## src/rtl/ldtu_gain_select.sv

```systemverilog
// Gain selector for the LiTe-DTU datapath: forwards gain-10 samples until one saturates, then
// substitutes a W-sample gain-1 window that starts PRE samples before the saturating sample.
module ldtu_gain_select #(
  parameter int Nbits_12 = 12,
  parameter int PRE      = 5
) (
  input  logic                CLK,
  input  logic                rst,
  input  logic [Nbits_12-1:0] DATA_gain_01,
  input  logic [Nbits_12-1:0] DATA_gain_10,
  input  logic [Nbits_12-1:0] SATURATION_value,
  input  logic                TIME_WINDOW,
  input  logic                forceG1,
  input  logic                forceG10,
  output logic [Nbits_12:0]   DATA_gain_sel,
  output logic                win_active,
  output logic                SeuError
);

  logic [Nbits_12-1:0] r_g01Dly [PRE+1];
  logic [Nbits_12-1:0] r_g10Dly [PRE+1];
  logic [3:0]          r_cnt;

  logic                w_det;
  logic                w_selG01;
  logic                w_sel;
  logic [3:0]          w_cntNext;
  logic [Nbits_12-1:0] w_g01Tap;
  logic [Nbits_12-1:0] w_g10Tap;

  // Detection looks at stage 0 while the output taps stage PRE, which is what lets the
  // window open PRE samples ahead of the saturating sample.
  always_ff @(posedge CLK or posedge rst) begin
    if (rst) begin
      for (int i = 0; i <= PRE; i++) begin
        r_g01Dly[i] <= '0;
        r_g10Dly[i] <= '0;
      end
    end else begin
      r_g01Dly[0] <= DATA_gain_01;
      r_g10Dly[0] <= DATA_gain_10;
      for (int i = 1; i <= PRE; i++) begin
        r_g01Dly[i] <= r_g01Dly[i-1];
        r_g10Dly[i] <= r_g10Dly[i-1];
      end
    end
  end

  assign w_det    = (r_g10Dly[0] >= SATURATION_value);
  assign w_g01Tap = r_g01Dly[PRE];
  assign w_g10Tap = r_g10Dly[PRE];

  // A detection always reloads, so a retrigger on the last window sample leaves no gap.
  always_comb begin
    w_selG01  = 1'b0;
    w_cntNext = r_cnt;
    if (w_det) begin
      w_selG01  = 1'b1;
      w_cntNext = TIME_WINDOW ? 4'd15 : 4'd7;
    end else if (r_cnt != 4'd0) begin
      w_selG01  = 1'b1;
      w_cntNext = r_cnt - 4'd1;
    end
    w_sel = forceG1 | (~forceG10 & w_selG01);
  end

  always_ff @(posedge CLK or posedge rst) begin
    if (rst) begin
      r_cnt         <= 4'd0;
      DATA_gain_sel <= '0;
      win_active    <= 1'b0;
    end else begin
      r_cnt         <= w_cntNext;
      DATA_gain_sel <= {w_sel, (w_sel ? w_g01Tap : w_g10Tap)};
      win_active    <= w_selG01;
    end
  end

  assign SeuError = 1'b0;

endmodule

```

## config.mk

```make
export PLATFORM = sky130hd
export DESIGN_NAME = ldtu_gain_select
export DESIGN_NICKNAME = d
export VERILOG_FILES = /design/src/rtl/ldtu_gain_select.sv
export SDC_FILE = /design/constraint.sdc
export NUM_CORES = 1
export LEC_CHECK = 0
export ABC_CLOCK_PERIOD_IN_PS = 10470
export BUFFER_PORTS_ARGS = -buffer_cell sky130_fd_sc_hd__buf_2
export CORE_AREA = 2 2 92 94
export CTS_CLUSTER_SIZE = 30
export DETAILED_ROUTE_END_ITERATION = 8
export DIE_AREA = 0 0 94 96
export GPL_TIMING_DRIVEN = 0
export HOLD_SLACK_MARGIN = 0.02
export PLACE_DENSITY = 0.84
export SETUP_SLACK_MARGIN = 0.3
export SLEW_MARGIN = 20
export SYNTH_ARGS = -nofsm -noshare
export SYNTH_HDL_FRONTEND = slang
export SYNTH_SLANG_ARGS = --single-unit
export TNS_END_PERCENT = 30
```

## constraint.sdc

```tcl
create_clock -name CLK -period 10.47 [get_ports CLK]
set_clock_uncertainty 0.1 [all_clocks]
set_input_delay 0.5235 -clock CLK [delete_from_list [all_inputs] [get_ports CLK]]
set_output_delay 0.5235 -clock CLK [all_outputs]
set_load 0.1 [all_outputs]
```

Yosys cells after proc, flatten, opt, wreduce, memory -nomap -nowiden

Cells that the tools add are included.

Magnitude comparators: 1
Mux-type cells: 6
Bitwise operators: 3
$add $sub $neg: 1
Reduce and logical (&&, ||, !) cells: 2

Operators with widths:

| cell                  | number |
|---|---|
| $ge A12 B12 Y1        | 1 |
| $mux W12              | 1 |
| $mux W4               | 3 |
| $reduce_bool A4 Y1    | 1 |
| $sub A4 B1 Y4 const B | 1 |
| $mux W1               | 2 |
| $reduce_bool A2 Y1    | 1 |
| $and A1 B1 Y1         | 1 |
| $not A1 Y1            | 1 |
| $or A1 B1 Y1          | 1 |

Logic and storage cells: 28
Bits in registers: 162
Input bits: 41
Output and inout port bits: 15

Longest topological paths before layout

Gate-level depths: netlist (run 1).

Word-level depth: 6
Mapped depth: 8
Mapped depth without buffers: 7

Least setup slack after synthesis (run 1)

Ideal clock, no wire load.

Path type: input -> register
From: input port SATURATION_value[9]
To: register DATA_gain_sel[10]
Library setup time: 0.125 ns
Path slack: 7.972 ns
Data required time: 10.245 ns
Arrival: 2.272 ns
Path buffers: 1
Cell stages on the path: 8
Cells stage by stage: inv_1 ha_1 a21o_1 a21o_1 a2111oi_4 a41oi_4 buf_6 mux2_4

Longest elaborated chain between the ends: 5

RTL lines:

| what                 | line | RTL |
|---|---|---|
| from (decl)          | 11   | `input logic [Nbits_12-1:0] SATURATION_value,` |
| $ge A12 B12 Y1       | 49   | `assign w_det = (r_g10Dly[0] >= SATURATION_value);` |
| $mux W1              | 57   | `if (w_det) begin` |
| $and A1 B1 Y1        | 64   | `w_sel = forceG1 \| (~forceG10 & w_selG01);` |
| $or A1 B1 Y1         | 64   |  |
| named net w_sel      | 26   | `logic w_sel;` |
| $mux W12             | 74   | `DATA_gain_sel <= {w_sel, (w_sel ? w_g01Tap : w_g10Tap)};` |
| to (signal assigned) | 74   |  |
| to (decl)            | 15   | `output logic [Nbits_12:0] DATA_gain_sel,` |

The timed path passes the listed nets, and every way through them passes these cells.
A chain may end at the register's enable or synchronous reset.

Worst setup path in the final report (run 1)

From: register r_g10Dly[71] in the netlist's numbering
To: register DATA_gain_sel[2]

Longest elaborated chain between the ends: 5

RTL lines:

| what                              | line | RTL |
|---|---|---|
| from (decl)                       | 21   | `logic [Nbits_12-1:0] r_g10Dly [PRE+1];` |
| from (signal, indexed assignment) | 44   | `r_g10Dly[i] <= r_g10Dly[i-1];` |
| $ge A12 B12 Y1                    | 49   |  |
| $mux W1                           | 57   |  |
| $and A1 B1 Y1                     | 64   |  |
| $or A1 B1 Y1                      | 64   |  |
| named net w_sel                   | 26   |  |
| $mux W12                          | 74   |  |

The timed path passes the listed nets, and every way through them passes these cells.

==> results of run 1 <==
-- area by class of cell --
class,count,area (sq um)
flip-flops and latches,162,4050
fillers,442,2010
multi-input cells,59,586
repair buffers,80,548
clock buffers,19,432
clock inverters,12,204
well taps,105,131
inverters,16,67.6
plain buffers,2,18.8
-- power by group through the flow --
stage               logic (mW)  registers (mW)  clock network [mW]
finish                   0.104           0.679               0.653
global placement        0.0881           0.686                   0
detailed placement      0.0934           0.689                   0
floorplan               0.0415           0.714                   0
global route             0.113           0.682               0.694
CTS                      0.105           0.680               0.665
-- worst max path at each step --
stage / end / slack (ns) / cells after the start
after detailed placement: DATA_gain_sel[10] / 7.58 / 9
after floorplan: DATA_gain_sel[0] / 5.47 / 1
after global routing: DATA_gain_sel[10] / 7.72 / 7
final: DATA_gain_sel[2] / 7.74 / 7
after global placement: r_g01Dly[60] / 4.29 / 2
after CTS: DATA_gain_sel[10] / 7.80 / 7
-- worst max-delay path: stages, from the launching register on --
cell and delay, ns:
dfrtp_1 0.41, ha_1 0.39, nand4_1 0.18, nor4_1 0.40
o31ai_1 0.22, a41oi_4 0.40, buf_6 0.23, mux2_4 0.31
-- cells by family (layout without fill, tap and decap cells) --
group                    after synthesis  count (layout)
AO/OA/AOI/OAI                         13              13
AND/OR/NAND/NOR                       16              16
buffers and inverters                 18             129
XOR/XNOR                               2               2
flip-flops                           162             162
other                                  1               1
multiplexers                          13              13
adder cells (fa/ha/maj)               14              14
-- synthesized netlist by cell type, types with 2 or more instances --
cell type	number	area share
dfrtp_1	162	0.86
inv_1	16	0.013
ha_1	14	0.037
mux2_4	9	0.029
a21oi_1	6	0.0064
nand2_1	4	0.0032
mux2_2	3	0.0072
nor2_1	3	0.0024
a21o_1	2	0.0032
nor3_1	2	0.0021
o21ai_0	2	0.0021
xnor2_1	2	0.0037
-- flip-flops by register name (all words and copies together) (netlist names) --
signal / cells
r_g01Dly: 60
win_active: 1
w_g10Tap: 12
w_g01Tap: 12
r_g10Dly: 60
DATA_gain_sel: 13
r_cnt: 4
-- metal layers --
layer	track usage	wire length, microns
met5	0	0
met4	0.110	252
met3	0.0634	375
met2	0.299	3790
met1	0.216	2830
-- through the flow --
| step | hold WS [ns] | worst slack (ns) |
|---|---|---|
| 3_5_place_dp | 0.235 | 7.58 |
| 5_1_grt | 0.196 | 7.72 |
| 6_report | 0.198 | 7.74 |
| 2_1_floorplan | 0.231 | 5.47 |
| 3_3_place_gp | 0.232 | 4.29 |
| 4_1_cts | 0.152 | 7.80 |
-- timing repair --
action	in CTS	in global routing
buffers inserted	0	0
hold buffers	25	0
hold endpoints to repair	98	0
==> flow_summary.ini, run 1 <==
[run_status]
outcome = completed

[placed_design]
place_congestion = 0.786
port_buffers = 54
dpl.cell_count = 399
hpwl_microns = 3580
place_area_sq_um = 5150

[synthesis]
muxShareOfSynthArea = 0.0379
synth_compound_area_frac = 0.0249
syn_avg_cell_area_sq_um = 19.7
seq_area_frac_synth = 0.859
synth_nets = 294
synth_top_family_by_area = multiplexers
synth-simple-area-share = 0.0196
synth_xor_area_frac = 0.00371
syn-cell-area_sq_um = 4720
yosys_warnings = 0
synth_edf_count = 0
yosys.area_share.adder = 0.0371
ys_seq_elements = 162
synthArstFlopShare = 1.00
ys_types = 26
syn_inst = 239
synth_top_flop_cell = dfrtp_1

[power]
pwr-share-clk = 0.454
power.total_mw = 1.44
p_per_area_nw_per_um2 = 238
swShare = 0.223
power_switching_mw = 0.320
power_leakage_nw = 2.89
peakVddDrop_v = 0.000139
p_int_mw = 1.12
pwr-share-comb = 0.073
power_frac_seq = 0.473

[drt]
wl_per_cell_microns = 15.9
num_vias = 2114
drt_iter0_drc = 112
ant_nets = 0
routed_wl_microns = 7250
drc = 0
dr.pass1.iters = 4
viasPerCell = 4.65

[cts]
path_clk_slew_ns = 0.06
htree_levels = 4
cts_tree = yes
cts-buffers-inserted = 17
cts_max_path_buffers = 2
cts-resized-gates = 0
clockRootBuffer = clkbuf_8
cts.sinks = 162
clk_latency_ns = 0.52

[setup_path]
cp-start-kind = flop
reg2reg_from = r_g10Dly[71]
startpoint = r_g10Dly[71]
reg2reg_depth = 7
crit_arrival_ns = 3.03
worstPathRequired_ns = 10.77
r2r_setup_slack_ns = 7.74
worst_r2r_endpoint = DATA_gain_sel[2]
cp_max_fo = 10
endpoint_kind = flop
critPathKind = flop to flop

[finish]
finalNonFillerCells = 455
antenna_cells = 0
drive_gt1_frac = 0.294
final_common_cell = dfrtp_1
nets = 393
final_area_sq_um = 6040
syn_to_final_growth_pct = 28.0
final_cell_mix = dfrtp_1, buf_2, dlygate4sd3_1, clkbuf_16, inv_1
finish.utilization = 0.750

[timing]
period_minus_slack_ns = 2.73
worst_pin_slew_ns = 0.533
fmax_ghz = 0.366
slew_viol_final = 0
fin_crit_sh = 0.261
hold_violations = 0
setup_violations = 0
relSlewSlack = 0.641
final.setup.tns_ns = 0
rsz0062_at_grt = no

[floorplan]
die_x_microns = 94
start_util = 0.586
die-area_sq_um = 9020
core_area_sq_um = 8050
dieHeight_microns = 96
design.portCount = 56
rows = 33

[global_routing]
grtUsageTotal = 0.185
grt_max_degree = 89
grt_pass1_vias = 2341
grt_pass1_wl_microns = 11600
overflow = 0
antenna_found_initial = 0

[job]
drv_cap = 0

[worst_hold_path]
holdPathEnd = r_cnt[3]
worstHoldStart = TIME_WINDOW
min_path_type = input pin to flop
worstHoldPathCells = 3
No activity file was read; power rests on OpenSTA's default activity.
==> run 2, diff against run 1 <==
- ABC_CLOCK_PERIOD_IN_PS: 10470 -> 2400
- CORE_AREA: 2 2 92 94 -> 2 2 101 103
- DIE_AREA: 0 0 94 96 -> 0 0 103 105
- PLACE_DENSITY: 0.84 -> 0.74
- clock period: 10.47 -> 2.4 ns (I/O delays scaled with it)
==> flow_summary.ini, run 2 (same netlist as run 1, synthesis figures left out) <==
[timing]
slew_viol_final = 0
relSlewSlack = 0.548
setup_ws_ns = -0.0223
rsz0062_at_grt = yes
worst_pin_slew_ns = 0.677
fmax_ghz = 0.413
fin_crit_sh = 1.01
setup_violations = 9
whs_ns = 0.133
hold_violations = 0
period_minus_slack_ns = 2.42

[finish]
multi_input_area_sq_um = 646
ff_latch_area_sq_um = 4050
final_cell_mix = dfrtp_1, buf_2, dlygate4sd3_1, clkbuf_16, inv_1
final_area_sq_um = 6270
final_common_cell = dfrtp_1
fillers = 674
finalNonFillerCells = 496
biggestRegsByFlops = r_g01Dly (60), r_g10Dly (60), DATA_gain_sel (13)
nets = 405
finish.utilization = 0.651
syn_to_final_growth_pct = 33.0
drive_gt1_frac = 0.333
antenna_cells = 0

[setup_path]
crit_family = compound AO/OA/AOI/OAI gates
slowest_delay_ns = 0.41
crit_arrival_ns = 2.72
critPathKind = flop to flop
critPathSlowestCell = dfrtp_1
worstPathRequired_ns = 2.70
endpoint_kind = flop
crit_buf_inv = 2
cp-start-kind = flop
path_common_cell = a21o_1
cp_cell_sequence = ha_4, a21o_1, a21o_1, a2111oi_4, a41oi_4, buf_6, buf_8, mux2_4
cp_max_fo = 5

[drt]
drc = 0
drt_iter0_drc = 70
wl_per_cell_microns = 14.3
viasPerCell = 4.33
ant_nets = 0
num_vias = 2147
routed_wl_microns = 7110
dr.pass1.iters = 4

[cts]
path_clk_slew_ns = 0.06
cts_tree = yes
clockRootBuffer = clkbuf_8
cts.sinks = 162
cts-buffers-inserted = 17
htree_levels = 4
clk_latency_ns = 0.52
cts_max_path_buffers = 2

[floorplan]
die_x_microns = 103
rows = 36
core_area_sq_um = 9640
start_util = 0.489
die-area_sq_um = 10800
dieHeight_microns = 105
design.portCount = 56

[global_routing]
grtUsageTotal = 0.156
overflow = 0
grt_pass1_wl_microns = 11900
antenna_found_initial = 0
grt_pass1_vias = 2420
grt_max_degree = 38

[power]
p_per_area_nw_per_um2 = 975
power_leakage_nw = 2.96
peakVddDrop_v = 0.000558

[placed_design]
place_area_sq_um = 5270
dpl.cell_count = 431
place_ws_ns = -0.224
port_buffers = 54
place_congestion = 0.806
hpwl_microns = 3900

[worst_hold_path]
min_path_type = input pin to flop

[run_status]
outcome = complete, but fails checks
failed_checks = negative setup slack

[job]
drv_cap = 0
==> run 2: changes by cell type in the layout (fill, tap and decap cells not counted), moves of 2 or more <==
cell	delta
buf_4	+4
buf_12	+3
ha_1	-3
ha_4	+3
buf_16	+2
bufinv_16	-2
clkbuf_1	+2
clkbuf_8	+2
clkinv_2	+2
inv_6	-2
==> run 2: layer usage <==
layer,GRT usage,routed length [microns],vias up
li1,-,-,991
met1,0.183,2770,1080
met2,0.244,3820,62
met3,0.0709,370,14
met4,0.0733,155,0
met5,0,0,-
==> run 2: per-stage QoR <==
stage	power [mW]	setup TNS (ns)
2_1_floorplan	3.30	0
3_3_place_gp	3.38	-100.66
3_5_place_dp	3.43	-2.08
4_1_cts	6.17	-1.00
5_1_grt	6.35	-1.01
6_report	6.12	-0.153
==> run 2: power by group <==
group	total [mW]	internal [mW]	switching, mW
combinational	0.490	0.189	0.301
sequential	2.96	2.89	0.0652
clock	2.67	1.66	1.00
==> run 2: repair_timing <==
action                                 CTS  global route
endpoints found under the hold margin   80             0
gates resized for setup                  7             7
pin swaps                                3             5
gates cloned                             1             0
setup endpoints to repair               16            18
hold buffers                            26             0
buffers inserted                         3             3
==> run 2: layout make-up <==
cell class | instances | area share
clock inverter | 9 | 0.0205
multi-input combinational | 59 | 0.103
timing repair buffer | 92 | 0.116
buffer | 2 | 0.00359
inverter | 16 | 0.0102
tap | 133 | 0.0265
clock buffer | 23 | 0.0744
sequential | 162 | 0.646
==> run 2: path summary, 6_finish.rpt <==
check	start	to	slack [ns]	cells after the start
max	r_g10Dly[69]	DATA_gain_sel[7]	-0.02	8
min	DATA_gain_01[8]	r_g01Dly[68]	0.13	2
max reg2reg	r_g10Dly[69]	DATA_gain_sel[7]	-0.02	8
min reg2reg	r_g10Dly[18]	w_g10Tap[6]	0.24	0
max in group asynchronous	rst	r_g01Dly[32]	1.21	5
min in group asynchronous	rst	DATA_gain_sel[2]	0.15	3
